File: config.mk
export PLATFORM = sky130hd
export DESIGN_NAME = wb_select_stage_flat
export DESIGN_NICKNAME = d
export VERILOG_FILES = /design/src/rtl/wb_pkg.sv /design/src/rtl/wb_select_stage_if.sv /design/src/rtl/wb_src_mux.sv /design/src/rtl/wb_select_stage.sv /design/src/flat_wrapper.sv
export SDC_FILE = /design/constraint.sdc
export NUM_CORES = 1
export LEC_CHECK = 0
export CAP_MARGIN = 20
export CORE_MARGIN = 2
export CORE_UTILIZATION = 25
export CTS_CLUSTER_DIAMETER = 150
export DETAILED_ROUTE_END_ITERATION = 16
export DONT_BUFFER_PORTS = 1
export GPL_ROUTABILITY_DRIVEN = 0
export GPL_TIMING_DRIVEN = 0
export PLACE_DENSITY = 0.46
export SLEW_MARGIN = 15
export SYNTH_ARGS = -nofsm -noshare
export SYNTH_HDL_FRONTEND = slang
export SYNTH_SLANG_ARGS = --single-unit
export TNS_END_PERCENT = 30
File: constraint.sdc
create_clock -name clk -period 4.4 [get_ports clk]
set_clock_uncertainty 0.15 [all_clocks]
set_input_delay 0.22 -clock clk [delete_from_list [all_inputs] [get_ports clk]]
set_output_delay 0.22 -clock clk [all_outputs]
set_load 0.01 [all_outputs]
File: src/rtl/wb_pkg.sv
// wb_pkg: source indices, state encoding and select-width helper for the write-back stage.
package wb_pkg;
  localparam int WB_SRC_PC  = 0;
  localparam int WB_SRC_DM  = 1;
  localparam int WB_SRC_ALU = 2;
  typedef enum logic {IDLE = 1'b0, WAIT_SRC = 1'b1} wb_state_e;
  function automatic int sel_w(input int n);
    return (n <= 1) ? 1 : $clog2(n);
  endfunction
endpackage

File: src/rtl/wb_select_stage_if.sv
// wb_select_stage_if: transaction, source, register-bank write and error signals of the write-back stage.
interface wb_select_stage_if #(
  parameter int DATA_W = 32,
  parameter int NSRC   = 4,
  parameter int ADDR_W = 4
) ();
  localparam int SEL_W = wb_pkg::sel_w(NSRC);
  logic                   in_valid;
  logic                   in_ready;
  logic [SEL_W-1:0]       in_sel;
  logic [ADDR_W-1:0]      in_rd;
  logic [NSRC*DATA_W-1:0] in_src_data;
  logic [NSRC-1:0]        in_src_valid;
  logic                   out_we;
  logic [ADDR_W-1:0]      out_addr;
  logic [DATA_W-1:0]      out_data;
  logic                   err_sel;
  logic                   err_timeout;
  logic                   err_clr;
  modport slave (
    input  in_valid, in_sel, in_rd, in_src_data, in_src_valid, err_clr,
    output in_ready, out_we, out_addr, out_data, err_sel, err_timeout
  );
  modport master (
    output in_valid, in_sel, in_rd, in_src_data, in_src_valid, err_clr,
    input  in_ready, out_we, out_addr, out_data, err_sel, err_timeout
  );
endinterface

File: src/rtl/wb_src_mux.sv
// wb_src_mux: NSRC-way indexed slice of the flattened source bus; out-of-range selects yield zero/invalid.
module wb_src_mux #(
  parameter int DATA_W = 32,
  parameter int NSRC   = 4,
  parameter int SEL_W  = 2
) (
  input  logic [SEL_W-1:0]       sel_i,
  input  logic [NSRC*DATA_W-1:0] src_data_i,
  input  logic [NSRC-1:0]        src_valid_i,
  output logic [DATA_W-1:0]      data_o,
  output logic                   valid_o
);
  always_comb begin
    data_o  = '0;
    valid_o = 1'b0;
    for (int k = 0; k < NSRC; k++) begin
      if (sel_i == SEL_W'(k)) begin
        data_o  = src_data_i[k*DATA_W +: DATA_W];
        valid_o = src_valid_i[k];
      end
    end
  end
endmodule

File: src/rtl/wb_select_stage.sv
// wb_select_stage: registered write-back source selector with bounded wait for late sources.
// Optional WB_SELECT_STATS_EN adds wb_count / wb_stall_cycles counters.
module wb_select_stage
  import wb_pkg::*;
#(
  parameter int DATA_W   = 32,
  parameter int NSRC     = 4,
  parameter int ADDR_W   = 4,
  parameter int TIMEOUT  = 15,
  parameter int ZERO_REG = 1
) (
  input  logic clk,
  input  logic rst_n,
`ifdef WB_SELECT_STATS_EN
  output logic [31:0] wb_count,
  output logic [31:0] wb_stall_cycles,
`endif
  wb_select_stage_if.slave bus
);
  localparam int SEL_W = sel_w(NSRC);
  wb_state_e         state_q, state_d;
  logic [7:0]        cnt_q, cnt_d;
  logic [SEL_W-1:0]  sel_q, sel_d, mux_sel;
  logic [ADDR_W-1:0] rd_q, rd_d, addr_q, addr_d, cap_rd;
  logic [DATA_W-1:0] data_q, data_d, src_data;
  logic              we_q, we_d, err_sel_q, err_to_q;
  logic              src_vld, cap, set_sel, set_to;
  assign mux_sel = (state_q == IDLE) ? bus.in_sel : sel_q;
  wb_src_mux #(.DATA_W(DATA_W), .NSRC(NSRC), .SEL_W(SEL_W)) u_mux (
    .sel_i       (mux_sel),
    .src_data_i  (bus.in_src_data),
    .src_valid_i (bus.in_src_valid),
    .data_o      (src_data),
    .valid_o     (src_vld)
  );
  always_comb begin
    state_d = state_q;
    cnt_d   = cnt_q;
    sel_d   = sel_q;
    rd_d    = rd_q;
    we_d    = 1'b0;
    addr_d  = addr_q;
    data_d  = data_q;
    cap     = 1'b0;
    cap_rd  = rd_q;
    set_sel = 1'b0;
    set_to  = 1'b0;
    if (state_q == IDLE) begin
      if (bus.in_valid) begin
        if (int'(bus.in_sel) >= NSRC) set_sel = 1'b1;
        else if (src_vld) begin
          cap    = 1'b1;
          cap_rd = bus.in_rd;
        end else begin
          sel_d   = bus.in_sel;
          rd_d    = bus.in_rd;
          cnt_d   = '0;
          state_d = WAIT_SRC;
        end
      end
    end else if (src_vld) begin
      cap     = 1'b1;
      state_d = IDLE;
    end else if (cnt_q == 8'(TIMEOUT - 1)) begin
      set_to  = 1'b1;
      state_d = IDLE;
    end else cnt_d = cnt_q + 8'd1;
    // r0 writes complete the transaction but never reach the bank
    if (cap && !(ZERO_REG != 0 && cap_rd == '0)) begin
      we_d   = 1'b1;
      addr_d = cap_rd;
      data_d = src_data;
    end
  end
  always_ff @(posedge clk) begin
    if (!rst_n) begin
      state_q   <= IDLE;
      cnt_q     <= '0;
      sel_q     <= '0;
      rd_q      <= '0;
      we_q      <= 1'b0;
      addr_q    <= '0;
      data_q    <= '0;
      err_sel_q <= 1'b0;
      err_to_q  <= 1'b0;
    end else begin
      state_q   <= state_d;
      cnt_q     <= cnt_d;
      sel_q     <= sel_d;
      rd_q      <= rd_d;
      we_q      <= we_d;
      addr_q    <= addr_d;
      data_q    <= data_d;
      err_sel_q <= set_sel | (err_sel_q & ~bus.err_clr);
      err_to_q  <= set_to | (err_to_q & ~bus.err_clr);
    end
  end
`ifdef WB_SELECT_STATS_EN
  always_ff @(posedge clk) begin
    if (!rst_n) begin
      wb_count        <= '0;
      wb_stall_cycles <= '0;
    end else begin
      wb_count        <= wb_count + 32'(we_q);
      wb_stall_cycles <= wb_stall_cycles + 32'(state_q == WAIT_SRC);
    end
  end
`endif
  assign bus.in_ready    = (state_q == IDLE);
  assign bus.out_we      = we_q;
  assign bus.out_addr    = addr_q;
  assign bus.out_data    = data_q;
  assign bus.err_sel     = err_sel_q;
  assign bus.err_timeout = err_to_q;
endmodule

File: src/flat_wrapper.sv
// flat-port wrapper written by rule: the top's interface ports become plain ports
module wb_select_stage_flat import wb_pkg::*;
#(
  parameter int DATA_W   = 32,
  parameter int NSRC     = 4,
  parameter int ADDR_W   = 4,
  parameter int TIMEOUT  = 15,
  parameter int ZERO_REG = 1
)
  (clk, rst_n, bus_in_valid, bus_in_sel, bus_in_rd, bus_in_src_data, bus_in_src_valid, bus_err_clr, bus_in_ready, bus_out_we, bus_out_addr, bus_out_data, bus_err_sel, bus_err_timeout);
  wb_select_stage_if #(.DATA_W(DATA_W), .NSRC(NSRC), .ADDR_W(ADDR_W)) bus_i ();
  input  logic clk;
  input  logic rst_n;
  input wire logic [$bits(bus_i.in_valid)-1:0] bus_in_valid;
  input wire logic [$bits(bus_i.in_sel)-1:0] bus_in_sel;
  input wire logic [$bits(bus_i.in_rd)-1:0] bus_in_rd;
  input wire logic [$bits(bus_i.in_src_data)-1:0] bus_in_src_data;
  input wire logic [$bits(bus_i.in_src_valid)-1:0] bus_in_src_valid;
  input wire logic [$bits(bus_i.err_clr)-1:0] bus_err_clr;
  output wire logic [$bits(bus_i.in_ready)-1:0] bus_in_ready;
  output wire logic [$bits(bus_i.out_we)-1:0] bus_out_we;
  output wire logic [$bits(bus_i.out_addr)-1:0] bus_out_addr;
  output wire logic [$bits(bus_i.out_data)-1:0] bus_out_data;
  output wire logic [$bits(bus_i.err_sel)-1:0] bus_err_sel;
  output wire logic [$bits(bus_i.err_timeout)-1:0] bus_err_timeout;
  assign bus_i.in_valid = bus_in_valid;
  assign bus_i.in_sel = bus_in_sel;
  assign bus_i.in_rd = bus_in_rd;
  assign bus_i.in_src_data = bus_in_src_data;
  assign bus_i.in_src_valid = bus_in_src_valid;
  assign bus_i.err_clr = bus_err_clr;
  assign bus_in_ready = bus_i.in_ready;
  assign bus_out_we = bus_i.out_we;
  assign bus_out_addr = bus_i.out_addr;
  assign bus_out_data = bus_i.out_data;
  assign bus_err_sel = bus_i.err_sel;
  assign bus_err_timeout = bus_i.err_timeout;
  wb_select_stage #(.DATA_W(DATA_W), .NSRC(NSRC), .ADDR_W(ADDR_W), .TIMEOUT(TIMEOUT), .ZERO_REG(ZERO_REG)) u_core (.clk(clk), .rst_n(rst_n), .bus(bus_i));
endmodule
# == Word-level counts from Yosys, hierarchy flattened ==
# Cells that the tools add are included.
# word_totals
elab_cells,57
ff_bits,54
# classes
n_reduce_logical,7
n_mux,29
add_sub_neg,1
n_bitwise,6
eq_ne,5
# ops
op,n
$mux W32,4
$mux W8,5
$mux W1,16
$mux W4,3
$add A8 B1 Y8 const B,1
$eq A8 B4 Y1 const B,1
$reduce_and A3 Y1,2
$eq A2 B2 Y1 const B,2
$logic_not A4 Y1,1
$not A1 Y1,3
$and A1 B1 Y1,2
$eq A2 B1 Y1 const B,1
$logic_not A2 Y1,1
$mux W2,1
$ne A2 B2 Y1 const B,1
$reduce_bool A2 Y1,1
$logic_and A1 B1 Y1,1
$logic_not A1 Y1,1
$or A1 B1 Y1,1

# == Depth between registers and ports, before layout ==
# depth
depth_word,13
mapped_depth,7

# == Hierarchy ==
# From an unflattened synthesis, not the netlist that was laid out.
# unflattened
cells_unflattened,255
area_unflattened_um2,3024.2
# by_module_without_submodules
mod,instances,area_each_um2,cells_each
wb_select_stage,1,2179.6,214
wb_src_mux,1,844.6,41

# == Worst setup path after synthesis ==
# Ideal clock, no wire load.
# synth_timing
path_type,register to register
from,reg u_core.state_q
to,reg u_core.cnt_q[7]
required_ns,4.131
n_path_buf,2
path_stages_with_launch,8
arrival_ns,2.060
period_less_slack_ns,2.329
slack_ns,2.071
path_cell_list,dfxtp_1 > buf_2 > mux2i_2 > mux4_2 > buf_6 > nor4_1 > xnor2_1 > nor2_1
# synth_via
elab_chain_len,8
# synth_rtl
item,line,source
from (decl),wb_select_stage.sv:21,"wb_state_e state_q, state_d;"
from (signal assigned),wb_select_stage.sv:87,state_q <= state_d;
$mux W2,wb_select_stage.sv:28,assign mux_sel = (state_q == IDLE) ? bus.in_sel : sel_q;
$logic_not A2 Y1,wb_src_mux.sv:17,if (sel_i == SEL_W'(k)) begin
$mux W1 (4 in series),wb_src_mux.sv:17,
$not A1 Y1 (no source line),n/a,
$reduce_and A3 Y1 (no source line),n/a,
to (signal assigned),wb_select_stage.sv:88,cnt_q <= cnt_d;
to (decl),wb_select_stage.sv:22,"logic [7:0] cnt_q, cnt_d;"
# Several ways; a longest one is shown, not always the timed one.
# A chain may end at the register's enable or synchronous reset.

# == Worst setup path after layout ==
# layout_timing
from,reg u_core.state_q
to,reg u_core.addr_q[1] (netlist: u_core.bus.out_addr[1])
# layout_via
elab_chain_len,12
# layout_rtl
item,line,source
$mux W2,wb_select_stage.sv:28,
$logic_not A2 Y1,wb_src_mux.sv:17,
$mux W1 (4 in series),wb_src_mux.sv:17,
$mux W4,wb_select_stage.sv:51,else if (src_vld) begin
$mux W4,wb_select_stage.sv:49,if (bus.in_valid) begin
$mux W4,wb_select_stage.sv:48,if (state_q == IDLE) begin
$logic_not A4 Y1,wb_select_stage.sv:69,if (cap && !(ZERO_REG != 0 && cap_rd == '0)) begin
$logic_not A1 Y1,wb_select_stage.sv:69,
$logic_and A1 B1 Y1,wb_select_stage.sv:69,
to (signal assigned),wb_select_stage.sv:92,addr_q <= addr_d;
to (decl),wb_select_stage.sv:24,"logic [ADDR_W-1:0] rd_q, rd_d, addr_q, addr_d, cap_rd;"
# Several ways; a longest one is shown, not always the timed one.

==> impl_metrics.yaml <==
routing:
  drt.antenna.violating_nets: 0
  drt-wirelength-per-cell_um: 19.3
  via_density_per_instance: 5.27
  detailroute.via_count: 2425
  drc: 0
  first_iter_violations: 87
  finalWirelength_mm: 8.89
  total_iterations_of_the_first_detailed_routing_run: 4
pwr:
  combinationalPowerShare: 0.206
  cellInternalPower_uw: 850
  power_switching_uw: 343
  vdd_ir_drop_max_uv: 151
  p_leak_uw: 0.00109
  power_frac_clock: 0.320
  seq_power_share: 0.474
  power_per_cell_area_nw_per_um2: 359
  switching_share: 0.288
floorplanning:
  coreArea_um2: 11500
  initial_core_utilization: 0.257
  die_width_um: 112
  die_area_um2: 12700
  row_count: 39
  ios: 182
  die_y_um: 112
synthesis:
  synthDominantAreaCellType: "sky130_fd_sc_hd__dfxtp_1"
  count_of_different_cell_masters_after_synthesis: 35
  yosys_register_bits: 54
  netlist_top_cells_area: "sky130_fd_sc_hd__dfxtp_1 (37%), sky130_fd_sc_hd__mux4_2 (25%), sky130_fd_sc_hd__nand3_1 (7.1%)"
  netlist_area_um2: 2940
  syn_warnings: 0
  synth_top_area_frac: 0.367
  mappedNetlistNets: 447
  cell_count_after_synthesis: 303
  avg_synthesized_cell_area_um2: 9.71
  synth_seq_area_share: 0.367
timing:
  final_min_period_over_clock_period: 0.703
  highest_clock_frequency_the_design_can_meet_ghz: 0.323
  final.min_clock_period_ns: 3.09
  relSlewSlack: 0.389
  hold_violations: 0
  worst-slew-pin-transition_ns: 0.898
  rsz_0062_raised_after_global_routing: "false"
  final-max-slew-violation-count: 0
  timing.hold.ws_ns: 0.0381
  finalSetupViolations: 0
  finalSetupTns_ns: 0
layout:
  finish.net_count: 461
  final_common_cell: "sky130_fd_sc_hd__dfxtp_1"
  drive_above_1_share: 0.145
  diodes: 0
  area_delta_synth_final_pct: 12.9
  final_core_utilization: 0.290
  finish.instance_area_um2: 3320
  final_cell_count_no_fill: 460
  layout_common_cells: "sky130_fd_sc_hd__dfxtp_1 (54), sky130_fd_sc_hd__nand2_1 (48), sky130_fd_sc_hd__nand3_1 (42), sky130_fd_sc_hd__o21ai_1 (37), sky130_fd_sc_hd__mux4_2 (33)"
setup_path:
  cp-start-kind: "flip-flop"
  critical_path.max_fanout: 10
  crit_buf_inv: 2
  r2r-start: "u_core.state_q"
  critical_path_required_ns: 4.45
  critPathCaptureType: "flip-flop"
  crit_path_cell_trace: "buf_2 > mux2i_2 > mux4_2 > nand2_1 > clkbuf_1 > nand3_1 > o31ai_1"
  reg2reg_depth: 7
  cpPeakStageDelay_ns: 0.79
  worst_path_cell_with_the_longest_stage_delay: "sky130_fd_sc_hd__mux2i_2"
  critical_path.startpoint: "u_core.state_q"
  path_class: "reg2reg"
  path_delay_family: "multiplexers"
  critical_path_depth: 7
  critical_path_arrival_ns: 3.14
cts:
  tritoncts_num_sinks: 54
  ctsResizeCount: 0
  worst_skew_pair.late_latency_ns: 0.29
  clk_pin_slew_worst_paths_ns: 0.06
  tritoncts: "built"
  cts-root-buf: "sky130_fd_sc_hd__clkbuf_16"
  total_clock_buffers_created_by_cts: 5
  cts_buffer_depth: 2
  cts_max_level: 2
grt:
  first_pass_grt_wire_length_mm: 13.8
  grt-ovfl-total: 0
  grt_pass1_vias: 2618
  grt_start_max_net_pins: 15
  track_usage: 0.140
  initial_antenna_violation_count: 1
worst_hold_path:
  timing.hold.worst.class: "in2reg"
  hold_depth: 2
  worst_hold_startpoint: "bus_in_rd[1]"
place:
  numPortBuffers: 0
  post-dp-hpwl_mm: 7.05
  place_inst: 447
  placedInstanceArea_um2: 3130
status:
  outcome: "finished, final reports clean"
job:
  maxCapViolations: 0
metrics by stage:
| stage | power [µW] | setup WS (ns) |
|---|---|---|
| finish | 1190 | 1.31 |
| global route | 1260 | 0.991 |
| CTS | 1220 | 1.22 |
| detailed placement | 825 | 1.24 |
| global placement | 820 | 1.14 |
| floorplan | 761 | 2.07 |
power groups by stage:
stage          clock (µW)  sequential (µW)  combinational [µW]
5_1_grt               417              571                 273
3_5_place_dp            0              579                 246
3_3_place_gp            0              578                 242
6_report              382              566                 246
4_1_cts               399              567                 251
2_1_floorplan           0              568                 194
area by class of cell:
type | count | area (µm²)
Buffer | 25 | 115
Clock buffer | 7 | 133
Fill cell | 1227 | 8150
Inverter | 3 | 11.3
Multi-Input combinational cell | 221 | 1740
Sequential cell | 54 | 1080
Tap cell | 143 | 179
Timing Repair Buffer | 7 | 67.6
cell families (layout without fill, tap and decap cells):
group                      count (synthesis)  in the layout  synth area share
DFF                                       54             54             0.367
and+or+nand+nor                          123            123             0.193
adders and majority gates                  2              2           0.00850
xor gates and xnor gates                   6              6            0.0179
AOI/OAI and AO/OA                         51             51            0.0957
buffers and inverters                     28             42            0.0429
muxes                                     39             39             0.274
per-layer routing:
metal / routed length (µm) / track usage
met1: 3610 / 0.164
met2: 4500 / 0.251
met3: 697 / 0.0427
met4: 85 / 0.0341
met5: 0 / 0
what timing repair did:
action / in CTS / in global routing
hold buffers: 6 / 0
hold endpoints to repair: 7 / 0
setup buffers: 0 / 0
worst paths after layout:
kind                            endpoint  slack (ns)
setup / recovery  u_core.bus.out_addr[1]        1.31
hold / removal    u_core.bus.out_addr[1]        0.04
setup reg to reg  u_core.bus.out_addr[1]        1.31
hold reg to reg          u_core.sel_q[0]        0.31
registers in the layout, indices dropped and copies added, names as in the netlist, 2 cells and up:
| signal | flops |
|---|---|
| u_core.bus.out_addr | 4 |
| u_core.bus.out_data | 32 |
| u_core.cnt_q | 8 |
| u_core.rd_q | 4 |
| u_core.sel_q | 2 |
Yosys cell counts:
cell	n
sky130_fd_sc_hd__a21oi_1	2
sky130_fd_sc_hd__a22oi_1	2
sky130_fd_sc_hd__a2bb2oi_1	1
sky130_fd_sc_hd__buf_1	4
sky130_fd_sc_hd__buf_2	2
sky130_fd_sc_hd__buf_4	3
sky130_fd_sc_hd__buf_6	1
sky130_fd_sc_hd__clkbuf_1	15
sky130_fd_sc_hd__clkinv_1	1
sky130_fd_sc_hd__dfxtp_1	54
sky130_fd_sc_hd__ha_1	2
sky130_fd_sc_hd__inv_1	2
sky130_fd_sc_hd__mux2i_1	5
sky130_fd_sc_hd__mux2i_2	1
sky130_fd_sc_hd__mux4_2	33
sky130_fd_sc_hd__nand2_1	48
sky130_fd_sc_hd__nand2b_1	3
sky130_fd_sc_hd__nand3_1	42
sky130_fd_sc_hd__nand4_1	1
sky130_fd_sc_hd__nand4b_1	1
sky130_fd_sc_hd__nor2_1	13
sky130_fd_sc_hd__nor2b_1	3
sky130_fd_sc_hd__nor3_1	2
sky130_fd_sc_hd__nor3b_1	1
sky130_fd_sc_hd__nor4_1	6
sky130_fd_sc_hd__nor4b_1	1
sky130_fd_sc_hd__o21ai_0	3
sky130_fd_sc_hd__o21ai_1	37
sky130_fd_sc_hd__o22ai_1	1
sky130_fd_sc_hd__o31ai_1	2
sky130_fd_sc_hd__o32ai_1	1
sky130_fd_sc_hd__o41ai_1	2
sky130_fd_sc_hd__or3_1	1
sky130_fd_sc_hd__or4_1	1
sky130_fd_sc_hd__xnor2_1	6
(Power assumes the default switching activity.)
